[config.mk]
export PLATFORM = sky130hd
export DESIGN_NAME = alu_exec_unit
export DESIGN_NICKNAME = d
export VERILOG_FILES = /design/src/rtl/alu_exec_unit.sv
export SDC_FILE = /design/constraint.sdc
export NUM_CORES = 1
export LEC_CHECK = 0
export CAP_MARGIN = 10
export CORE_ASPECT_RATIO = 0.6
export CORE_UTILIZATION = 55
export CTS_CLUSTER_SIZE = 14
export DETAILED_ROUTE_END_ITERATION = 8
export HOLD_SLACK_MARGIN = 0.03
export PLACE_DENSITY = 0.8
export SETUP_SLACK_MARGIN = 0.02
export SLEW_MARGIN = 20
export SYNTH_ARGS = -nofsm -noshare
export SYNTH_HDL_FRONTEND = slang
export SYNTH_SLANG_ARGS = --single-unit
export TNS_END_PERCENT = 50
[constraint.sdc]
create_clock -name clk -period 5.1 [get_ports clk]
set_input_delay 1.02 -clock clk [delete_from_list [all_inputs] [get_ports clk]]
set_output_delay 1.02 -clock clk [all_outputs]
set_load 0.03 [all_outputs]
[src/rtl/alu_exec_unit.sv]
// alu_exec_unit: EX-stage ALU with a valid/ready request and result handshake.
// Ports: clk, rst_n, InValid/InReady, ALUCtrl, OpA, OpB,
//   OutValid/OutReady, Result, Zero, Overflow, IllegalOp.
// Option: define ALU_FAST_SHIFT_EN for single-cycle barrel shifts.
module alu_exec_unit #(
  parameter int WIDTH   = 16,
  parameter int SHAMT_W = 4
) (
  input  logic             clk,
  input  logic             rst_n,
  input  logic             InValid,
  output logic             InReady,
  input  logic [3:0]       ALUCtrl,
  input  logic [WIDTH-1:0] OpA,
  input  logic [WIDTH-1:0] OpB,
  output logic             OutValid,
  input  logic             OutReady,
  output logic [WIDTH-1:0] Result,
  output logic             Zero,
  output logic             Overflow,
  output logic             IllegalOp
);

`ifdef ALU_FAST_SHIFT_EN
  typedef enum logic [1:0] {
    IDLE = 2'd0,
    DONE = 2'd2
  } state_t;
`else
  typedef enum logic [1:0] {
    IDLE  = 2'd0,
    SHIFT = 2'd1,
    DONE  = 2'd2
  } state_t;
`endif

  state_t state, state_n;

  logic [WIDTH-1:0] res, res_n;
  logic zero, zero_n;
  logic ovf, ovf_n;
  logic ill, ill_n;

`ifndef ALU_FAST_SHIFT_EN
  logic [SHAMT_W-1:0] cnt, cnt_n;
  logic               sra_q, sra_n;
`endif

  logic [SHAMT_W-1:0] amt;
  logic [WIDTH-1:0]   sum, diff;
  logic               add_ov, sub_ov;
  logic op_and, op_or, op_xor, op_add;
  logic op_sub, op_slt, op_sll, op_sra;

  localparam int MSB = WIDTH - 1;

  assign amt  = OpB[SHAMT_W-1:0];
  assign sum  = OpA + OpB;
  assign diff = OpA - OpB;

  assign add_ov = (OpA[MSB] == OpB[MSB]) &&
                  (sum[MSB] != OpA[MSB]);
  // The negated operand's sign is taken from ~OpB so that
  // subtracting the most negative value still flags overflow.
  assign sub_ov = (OpA[MSB] == ~OpB[MSB]) &&
                  (diff[MSB] != OpA[MSB]);

  assign op_and = (ALUCtrl == 4'b0000);
  assign op_slt = (ALUCtrl == 4'b0001);
  assign op_or  = (ALUCtrl == 4'b0010);
  assign op_xor = (ALUCtrl == 4'b0011);
  assign op_add = (ALUCtrl[3:1] == 3'b010);
  assign op_sll = (ALUCtrl == 4'b0110);
  assign op_sra = (ALUCtrl == 4'b0111);
  assign op_sub = (ALUCtrl[3:1] == 3'b110);

  always_comb begin
    state_n = state;
    res_n   = res;
    zero_n  = zero;
    ovf_n   = ovf;
    ill_n   = ill;
`ifndef ALU_FAST_SHIFT_EN
    cnt_n   = cnt;
    sra_n   = sra_q;
`endif
    unique case (state)
      IDLE: begin
        if (InValid) begin
          state_n = DONE;
          ovf_n   = 1'b0;
          ill_n   = 1'b0;
          unique case (1'b1)
            op_and: res_n = OpA & OpB;
            op_or:  res_n = OpA | OpB;
            op_xor: res_n = OpA ^ OpB;
            op_add: begin
              res_n = sum;
              ovf_n = add_ov;
            end
            op_sub: begin
              res_n = diff;
              ovf_n = sub_ov;
            end
            op_slt: res_n = {{(WIDTH-1){1'b0}},
                             diff[MSB] ^ sub_ov};
            op_sll, op_sra: begin
`ifdef ALU_FAST_SHIFT_EN
              if (op_sra)
                res_n = WIDTH'($signed(OpA) >>> amt);
              else
                res_n = OpA << amt;
`else
              res_n = OpA;
              cnt_n = amt;
              sra_n = op_sra;
              if (amt != '0) state_n = SHIFT;
`endif
            end
            default: begin
              res_n = '0;
              ill_n = 1'b1;
            end
          endcase
          zero_n = (res_n == '0);
        end
      end
`ifndef ALU_FAST_SHIFT_EN
      SHIFT: begin
        if (sra_q)
          res_n = {res[MSB], res[MSB:1]};
        else
          res_n = {res[MSB-1:0], 1'b0};
        cnt_n  = cnt - SHAMT_W'(1);
        zero_n = (res_n == '0);
        if (cnt == SHAMT_W'(1)) state_n = DONE;
      end
`endif
      DONE: begin
        if (OutReady) state_n = IDLE;
      end
      default: state_n = IDLE;
    endcase
  end

  always_ff @(posedge clk or negedge rst_n) begin
    if (!rst_n) begin
      state <= IDLE;
      res   <= '0;
      zero  <= 1'b0;
      ovf   <= 1'b0;
      ill   <= 1'b0;
`ifndef ALU_FAST_SHIFT_EN
      cnt   <= '0;
      sra_q <= 1'b0;
`endif
    end else begin
      state <= state_n;
      res   <= res_n;
      zero  <= zero_n;
      ovf   <= ovf_n;
      ill   <= ill_n;
`ifndef ALU_FAST_SHIFT_EN
      cnt   <= cnt_n;
      sra_q <= sra_n;
`endif
    end
  end

  assign InReady   = rst_n & (state == IDLE);
  assign OutValid  = (state == DONE);
  assign Result    = res;
  assign Zero      = zero;
  assign Overflow  = ovf;
  assign IllegalOp = ill;

endmodule

# Yosys cells after proc, flatten, opt, wreduce, memory -nomap -nowiden
# Index checks and enable logic that the tools add are counted.
[totals]
latch_bits = 0
mem_count = 0
regBits = 26
rom_bits = 0
elab_cells = 69
input_bits = 40
output_inout_bits = 21
mem_bits_rw = 0
[op_classes]
n_eq_ne = 18
mux = 20
multipliers = 0
n_reduce_logical = 15
addsub = 3
shifts = 0
order_cmp = 0
bitwise_logic = 6
div = 0
[ops]
columns = ["cell", "n"]
rows = [
  ["$pmux W16 S7", 1],
  ["$mux W16", 5],
  ["$logic_not A16 Y1", 2],
  ["$pmux W16 S2", 1],
  ["$add A16 B16 Y16", 1],
  ["$and A16 B16 Y16", 1],
  ["$or A16 B16 Y16", 1],
  ["$sub A16 B16 Y16", 1],
  ["$xor A16 B16 Y16", 1],
  ["$mux W2", 5],
  ["$reduce_and A3 Y1", 3],
  ["$eq A4 B1 Y1 const B", 2],
  ["$eq A4 B2 Y1 const B", 2],
  ["$eq A4 B3 Y1 const B", 2],
  ["$mux W4", 2],
  ["$pmux W4 S2", 1],
  ["$reduce_or A8 Y1", 1],
  ["$pmux W2 S3", 1],
  ["$logic_not A4 Y1", 1],
  ["$ne A2 B1 Y1 const B", 2],
  ["$ne A2 B2 Y1 const B", 2],
  ["$pmux W1 S2", 2],
  ["$reduce_and A2 Y1", 2],
  ["$reduce_bool A4 Y1", 1],
  ["other kinds (15)", 19],
]

# Depth between registers and ports, before layout
# Gate-level depths: netlist of the first run.
[depth]
depth_word = 10
mapped_depth = 13
depth_no_buf = 13

# Worst setup path before layout of the first run
# No wires, ideal clock.
[synth_path]
kind = "in2reg"
startpoint = "input OpB[1]"
endpoint = "register zero, in the netlist Zero"
required_time_ps = 5008
arrival_time_ps = 3683
path_stages = 11
setup_time_ps = 92
slack_ps = 1325
n_path_buf = 0
path_cell_list = "inv_1 > ha_1 > or2_1 > a2111oi_4 > o31ai_1 > o41ai_2 > xor2_1 > o21ai_0 > or4_1 > or4_1 > o31ai_2"
[synth_between]
elab_chain_cells = 10
word_cells_on_any_way = 14
cone_classes = "add/sub (2); eq/ne (1); mux (5); bitwise (4); reduce/logical (2)"
[synth_rtl]
columns = ["element", "line", "source"]
rows = [
  ["start: declaration", "15", "input logic [WIDTH-1:0] OpB,"],
  ["$sub A16 B16 Y16", "59", "assign diff = OpA - OpB;"],
  ["$ne A1 B1 Y1", "66", "(diff[MSB] != OpA[MSB]);"],
  ["$logic_and A1 B1 Y1", "65", "assign sub_ov = (OpA[MSB] == ~OpB[MSB]) &&"],
  ["$xor A1 B1 Y1", "106", "diff[MSB] ^ sub_ov};"],
  ["$pmux W16 S7 (*)", "93", "unique case (1'b1)"],
  ["$mux W16 (*)", "89", "if (InValid) begin"],
  ["$mux W16 (*)", "87", "unique case (state)"],
  ["$logic_not A16 Y1 (*)", "125", "zero_n = (res_n == '0);"],
  ["$mux W1 (*)", "89", ""],
  ["$pmux W1 S2 (*)", "87", ""],
  ["end signal: assignment", "160", "zero <= zero_n;"],
  ["end: declaration", "40", "logic zero, zero_n;"],
]
# Mark *: on every way between the ends. The rest lies on a longest branch, timed or not. The select of a mux whose other input is x is not followed.
# A chain may end at the register's enable or synchronous reset.

# Worst setup path in the final report of the first run
[layout_path]
startpoint = "input OpB[0]"
endpoint = "register zero, in the netlist Zero"
# The elaborated chain is that of the path after synthesis.

==> summary.md, run 1 <==
| Metric | Value |
|---|---|
| Main combinational cell family by area after synthesis | `compound AO/OA/AOI/OAI gates` |
| Xor/xnor share of the synthesized area | `0.0196` |
| Crit start category | `input port` |
| Die width | `between 100 and 150 um` |
| RSZ-0062 raised after global routing | `false` |
| Cell Rows | `23` |
| Layout cells sized above 1 | `0.0611` |
| Leak pwr | `~2.1 nW` |
| FF+latch count, synth | `26` |
| Number of port buffers | `60` |
| Post-Syn Nets | `622` |
| Clock buffer depth | `2` |
| Routability cong. | `approximately 1.0` |
| Initial Util | `0.585` |
| Crit path kind | `in -> reg` |
| Via Count | `4502` |
| Pwr Total | `approximately 1.6 mW` |
| Status | `finished clean` |
| Slew Limit Fails | `0` |
| Post-synthesis simple-gate area fraction | `0.198` |
| Clock power share | `0.145` |
| Area grow syn2layout | `19.6%` |
| Avg Vias per Cell | `6.82` |
| First-pass GRT wire length | `21.0 mm` |
| Adder-cell area share of the yosys netlist | `0.172` |
| Clock slew at reported path FFs | `approximately 0.060 ns` |
| Pwr/cell area | `339 mW/mm^2` |
| Slew margin rel. | `0.316` |
| Max VDD drop | `around 0.36 mV` |
| PostCTS Resize Cnt | `0` |
| Nets | `668` |
| Clock period minus worst slack | `4.70 ns` |
| Syn avg cell area | `roughly 7.6 um^2` |
| Hold violation total from the final report | `0` |
| Ys flop type | `dfrtp_1` |
| CP max FO | `6` |
| CP required | `5.28 ns` |
| Number of synthesized flops with an enable pin | `0` |
| Mux contribution to synthesized area | `0.0379` |
| Tcrit/Tclk final | `0.922` |
| Initial DRC Count | `573` |
| Sequential group share of total power | `0.271` |
| Num CTS Buffers | `3` |
| GR Util All Layers | `0.360` |
| DR pass1 iterations | `6` |
| Final worst slack | `0.398 ns` |
| # hold bufs at CTS | `0` |
| Post-route DRC | `0` |
| Fin Setup TNS | `0 ns` |
| Post-synthesis sequential area ratio | `0.162` |
| Initial antenna violation count | `1` |
| Compound-Gate Fraction of Synth Area | `0.325` |
| Antenna viol nets, final | `0` |
| Die Ht | `~68 um` |
| Ys Warns | `0` |
| Gr ovfl total | `0` |
| CP endpoint kind | `flip-flop` |
| CTS tree | `done` |
| Comb power frac | `0.584` |
| Worst Tran Pin Value | `1.02 ns` |
| Fin cells | `660` |
| Die footprint | `roughly 0.0077 mm^2` |
| Final HPWL DP | `~10 mm` |
| Postcts setup bufs | `0` |
| Switch share | `0.479` |
| Cell area after synthesis | `0.00402 mm^2` |
| Syn Inst Count | `528` |
| Max Clock Skew | `0.00598 ns` |
| Total wire length | `13.6 mm` |
| Clk Latency, worst-skew pair | `about 0.27 ns` |
| HP Class | `reg -> reg` |
| Boundary Pins | `61` |
| Async S/R FF share, synth | `1.00` |
| # H-tree levels | `1` |
| CTS root buf | `clkbuf_16` |
| Antenna Diode Count | `0` |
| Pint | `0.850 mW` |
| Final Setup Violations | `0` |
| WL/cell | `20.6 um` |
| Num Clock Sinks | `26` |
| Pre-CTS WS | `0.279 ns` |
| Psw | `about 0.78 mW` |
| Max Freq | `about 0.21 GHz` |
| Max Cap Viol | `0` |
| Core region area | `0.00688 mm^2` |
| Vias in the first global route | `roughly 4000` |
| Hold Worst Slack | `0.523 ns` |
| Largest net degree at the start of global routing | `27` |
| Yosys cell types | `between 70 and 80` |
| # placed instances | `656` |
| Worst Path Arrival | `4.88 ns` |
[layout by cell type, fill, tap and decap left out, types with 4 or more instances in the layout]
cell,n
dfrtp_1,26
mux2i_1,13
o211ai_1,4
nor2b_1,6
xor2_1,4
nor3_1,11
o21ai_0,31
o221ai_1,7
nand2_1,38
ha_1,52
a221o_1,6
o21bai_1,4
nor4_1,6
xnor2_1,5
nand2b_1,6
o31ai_1,6
nand3_1,8
a31oi_1,8
a221oi_1,4
a22oi_1,4
o211a_1,4
clkdlybuf4s50_1,60
inv_1,52
a211oi_1,12
and2_1,4
nand4_1,4
a21oi_1,33
o22ai_1,8
o41ai_1,6
or4_1,4
a222oi_1,6
nor2_1,52
buf_4,13
[routing by layer]
metal  vias up  part of all wire  GRT usage  routed length [um]
met4         0             0.018      0.100                 241
met2       335              0.40      0.512                5430
met1      2089              0.45      0.533                6080
met3        26              0.14     0.0859                1860
li1       2052                 -          -                   -
met5         -                 0          0                   0
[registers in the layout (all words and copies together) (netlist names)]
name       flops
IllegalOp      1
Overflow       1
Result        16
Zero           1
cnt            4
sra_q          1
state          2
[power groups by stage]
| stage | Combinational (mW) | Sequential [mW] | Clock, mW |
|---|---|---|---|
| 6_report | 0.953 | 0.442 | 0.236 |
| 4_1_cts | 0.934 | 0.436 | 0.240 |
| 3_5_place_dp | 0.926 | 0.439 | 0 |
| 3_3_place_gp | 0.912 | 0.436 | 0 |
| 5_1_grt | 1.02 | 0.455 | 0.242 |
| 2_1_floorplan | 0.507 | 0.509 | 0 |
[final timing paths]
path	start	end	slack, ns	depth (start not counted)
max	OpB[0]	Zero$_DFFE_PN0P_	0.40	12
min	Overflow$_DFFE_PN0P_	Overflow$_DFFE_PN0P_	0.52	2
max reg2reg	state[1]$_DFFE_PN0P_	Zero$_DFFE_PN0P_	1.69	9
min reg2reg	Overflow$_DFFE_PN0P_	Overflow$_DFFE_PN0P_	0.52	2
max in group asynchronous	rst_n	Result[0]$_DFFE_PN0P_	3.52	2
min in group asynchronous	rst_n	state[0]$_DFFE_PN0P_	1.30	2
[critical path, cell delays in order]
cell             delay [ns]
clkdlybuf4s50_1        0.66
ha_1                   0.27
inv_1                  0.07
fa_1                   0.38
nand2b_1               0.19
a21oi_1                0.28
nor3_1                 0.11
a211oi_1               0.44
nand3_1                0.14
or4_1                  0.54
or4_1                  0.56
o31ai_2                0.23
[Yosys cell counts, drive strengths merged, types with 5 or more instances]
master	number	area [um^2]
o31ai	7	57.6
a31oi	8	50.1
xnor2	5	43.8
nor2b	6	37.5
nand2b	7	51.3
nand3	8	40.0
o21ai	34	170
dfrtp	26	651
o22ai	8	50.1
buf	15	81.3
o41ai	8	85.1
a222oi	6	60.1
a221o	6	60.1
nor4	7	43.8
ha	52	651
clkbuf	17	63.8
a221oi	5	50.0
o221ai	7	61.3
a211oi	12	90.1
mux2i	13	130
o21bai	5	41.3
nor3	11	55.1
inv	54	203
a21oi	33	165
nand2	38	143
nor2	52	195
[per-stage QoR]
stage          utilization  cell area [um^2]
2_1_floorplan            -              4020
3_3_place_gp         0.683              4700
3_5_place_dp         0.683              4700
4_1_cts              0.698              4800
5_1_grt              0.700              4810
6_report             0.700              4810
[logic make-up after synthesis]
family / Yosys count
AND/OR/NAND/NOR: 159
AO/OA/AOI/OAI: 179
adder cells (fa/ha/maj): 54
multiplexers: 15
XOR/XNOR: 9
flip-flops: 26
buffers and inverters: 86
[area by class of cell]
cell class / count / area, um^2
well taps: 87 / 109
clock inverters: 1 / 30.0
repair buffers: 73 / 698
inverters: 54 / 203
fillers: 602 / 2070
multi-input cells: 416 / 3050
flip-flops and latches: 26 / 651
clock buffers: 3 / 75.1
No activity file was read; power rests on OpenSTA's default activity.
==> inputs of run 2 (changes only) <==
--- a/config.mk
+++ b/config.mk
@@ -7,11 +7,12 @@
 export LEC_CHECK = 0
 export CAP_MARGIN = 10
 export CORE_ASPECT_RATIO = 0.6
-export CORE_UTILIZATION = 55
+export CORE_UTILIZATION = 51
+export CTS_CLUSTER_DIAMETER = 200
 export CTS_CLUSTER_SIZE = 14
 export DETAILED_ROUTE_END_ITERATION = 8
 export HOLD_SLACK_MARGIN = 0.03
-export PLACE_DENSITY = 0.8
+export PLACE_DENSITY = 0.78
 export SETUP_SLACK_MARGIN = 0.02
 export SLEW_MARGIN = 20
 export SYNTH_ARGS = -nofsm -noshare
==> constraint.sdc (replaced) <==
create_clock -name clk -period 4.13 [get_ports clk]
set_input_delay 0.826 -clock clk [delete_from_list [all_inputs] [get_ports clk]]
set_output_delay 0.826 -clock clk [all_outputs]
set_load 0.03 [all_outputs]
==> run 2 against run 1 <==
Die area up 7.7%. Sequential share of layout area decreased by 1.9 points. Utilization grew 5.1 points. Flip-flop and latch count unchanged. Non-clock buffer count increased by 90. Count of clock-buffer cells in the layout is the same. First-iteration DRC count is 8.0% higher. Hold slack lost 0.0099 ns. Via count rose by 9.9%. Final cell count grew 16%.
==> summary.md, run 2 (synthesis gave the netlist of run 1 again) <==
| Metric | Value |
|---|---|
| Clk Latency, worst-skew pair | `0.26 ns (was 0.27 ns)` |
| CTS tree | `done (unchanged)` |
| Final HPWL DP | `12.0 mm (was 10.4 mm)` |
| Initial Util | `0.540 (was 0.585)` |
| Max Cap Viol | `0 (unchanged)` |
| Via Count | `4946 (was 4502)` |
| WL/cell | `19.8 um (was 20.6 um)` |
| Boundary Pins | `61 (unchanged)` |
| Switch share | `0.468 (was 0.479)` |
| Tcrit/Tclk final | `0.984` |
| Final Setup Violations | `0 (unchanged)` |
| HP Class | `reg -> reg (unchanged)` |
| Core region area | `0.00745 mm^2 (was 0.00688 mm^2)` |
| Max reg flops | `16 (unchanged)` |
| Hold violation total from the final report | `0 (unchanged)` |
| Avg Vias per Cell | `6.44 (was 6.82)` |
| Most common library cell in the layout ignoring fill and taps | `buf_4 (was clkdlybuf4s50_1)` |
| Clock period minus worst slack | `4.06 ns` |
| CP max FO | `5 (was 6)` |
| Die footprint | `0.00826 mm^2 (was 0.00767 mm^2)` |
| Max Freq | `between 0.2 and 0.25 GHz` |
| Slew Limit Fails | `0 (unchanged)` |
| CP required | `4.31 ns (was 5.28 ns)` |
| Number of port buffers | `60 (unchanged)` |
| Antenna viol nets, final | `0 (unchanged)` |
| Post-route DRC | `0 (unchanged)` |
| Max Clock Skew | `0.00466 ns (was 0.00598 ns)` |
| Vias in the first global route | `4483 (was 3948)` |
| # hold bufs at CTS | `0 (unchanged)` |
| Initial antenna violation count | `1 (unchanged)` |
| # H-tree levels | `1 (unchanged)` |
| Clock buffer depth | `2 (unchanged)` |
| Pwr Total | `2.15 mW (was 1.63 mW)` |
| Sequential group share of total power | `0.260 (was 0.271)` |
| Most frequent cells in the layout | `101 x buf_4, 58 x clkdlybuf4s50_1, 52 x nor2_1 (was 60 x clkdlybuf4s50_1, 52 x inv_1, 52 x nor2_1, 52 x ha_1, 38 x nand2_1)` |
| Pint | `1.14 mW (was 0.850 mW)` |
| Cell Rows | `24 (was 23)` |
| CTS root buf | `clkbuf_16 (unchanged)` |
| Crit path kind | `in -> reg (unchanged)` |
| Pwr/cell area | `384 mW/mm^2 (was 339 mW/mm^2)` |
| GR Util All Layers | `0.372 (was 0.360)` |
| Fin cells | `768 (was 660)` |
| Initial DRC Count | `619 (was 573)` |
| Num Clock Sinks | `26 (unchanged)` |
| Num CTS Buffers | `3 (unchanged)` |
| Leak pwr | `2.59 nW (was 2.14 nW)` |
| Die Ht | `70.8 um (was 68.3 um)` |
| CP endpoint kind | `flip-flop (unchanged)` |
| R2R Setup Slk | `1.37 ns (was 1.69 ns)` |
| Crit start category | `input port (unchanged)` |
| Worst Tran Pin Value | `1.07 ns (was 1.02 ns)` |
| Comb power frac | `0.607 (was 0.584)` |
| First-pass GRT wire length | `23.7 mm (was 21.0 mm)` |
| Area grow syn2layout | `38.9% (was 19.6%)` |
| Total wire length | `15.2 mm (was 13.6 mm)` |
| Nets | `758 (was 668)` |
| RSZ-0062 raised after global routing | `false (unchanged)` |
| Max VDD drop | `0.490 mV (was 0.358 mV)` |
| Psw | `1.00 mW (was 0.781 mW)` |
| DR pass1 iterations | `7 (was 6)` |
| Gr ovfl total | `0 (unchanged)` |
| Layout cells sized above 1 | `0.210 (was 0.0611)` |
| Clock slew at reported path FFs | `0.07 ns (was 0.06 ns)` |
| Status | `finished clean (unchanged)` |
| Die width | `117 um (was 112 um)` |
| Worst Path Arrival | `4.24 ns (was 4.88 ns)` |
| Largest net degree at the start of global routing | `27 (unchanged)` |
| Slew margin rel. | `0.284 (was 0.316)` |
| Clock power share | `0.133 (was 0.145)` |
| # placed instances | `762 (was 656)` |
| Routability cong. | `1.01 (was 1.00)` |
run 2: final timing paths:
path,to,startpoint,depth (start not counted)
worst max-delay path,Zero$_DFFE_PN0P_,OpA[2],12
worst min-delay path,IllegalOp$_DFFE_PN0P_,IllegalOp$_DFFE_PN0P_,2
worst max register to register,Zero$_DFFE_PN0P_,state[1]$_DFFE_PN0P_,9
worst min register to register,IllegalOp$_DFFE_PN0P_,IllegalOp$_DFFE_PN0P_,2
max in group asynchronous,Result[10]$_DFFE_PN0P_,rst_n,2
min in group asynchronous,state[0]$_DFFE_PN0P_,rst_n,2
run 2: layout make-up:
class,instances,area [um^2]
Antenna cell,1,2.50
Clock buffer,3,75.1
Clock inverter,1,30.0
Fill cell,577,1860
Inverter,54,203
Multi-Input combinational cell,416,3100
Sequential cell,26,651
Tap cell,104,130
Timing Repair Buffer,163,1400
run 2: what timing repair did:
item | in CTS | in global routing
endpoints found under the setup margin | 1 | 2
resized for setup | 7 | 12
setup buffers | 1 | 0
pin swaps | 5 | 3
hold endpoints to repair | 0 | 0
run 2: through the flow:
step                utilization  hold WS, ns  worst slack [ns]  setup TNS (ns)  instance area, um^2
floorplan                     -        0.505             0.549               0                 4020
global placement          0.727        0.496            -0.298          -0.443                 5410
detailed placement        0.727        0.493            -0.370          -0.555                 5410
CTS                       0.744        0.511            0.0253               0                 5540
global route              0.750        0.536            0.0206               0                 5590
finish                    0.751        0.513            0.0669               0                 5590
run 2: power groups by stage:
stage               Combinational [mW]  Clock, mW  Sequential, mW
finish                            1.30      0.285           0.558
global route                      1.39      0.298           0.572
CTS                               1.28      0.290           0.546
detailed placement                1.26          0           0.545
global placement                  1.23          0           0.537
floorplan                        0.626          0           0.629
run 2: critical path, cell delays in order:
cell and delay [ns]:
clkdlybuf4s50_1 0.49, inv_1 0.05, ha_1 0.38, and3_4 0.22, o21ba_1 0.20, o211a_1 0.23, o41ai_2 0.22, xor2_1 0.22
o221ai_1 0.16, or4_4 0.47, or4_4 0.54, o31ai_2 0.22
run 2: layer usage:
metal / GRT usage / part of all wire / vias up
met3: 0.0900 / 0.13 / 38
met5: 0 / 0 / -
met2: 0.537 / 0.41 / 343
li1: - / - / 2232
met4: 0.0520 / 0.014 / 0
met1: 0.567 / 0.44 / 2333
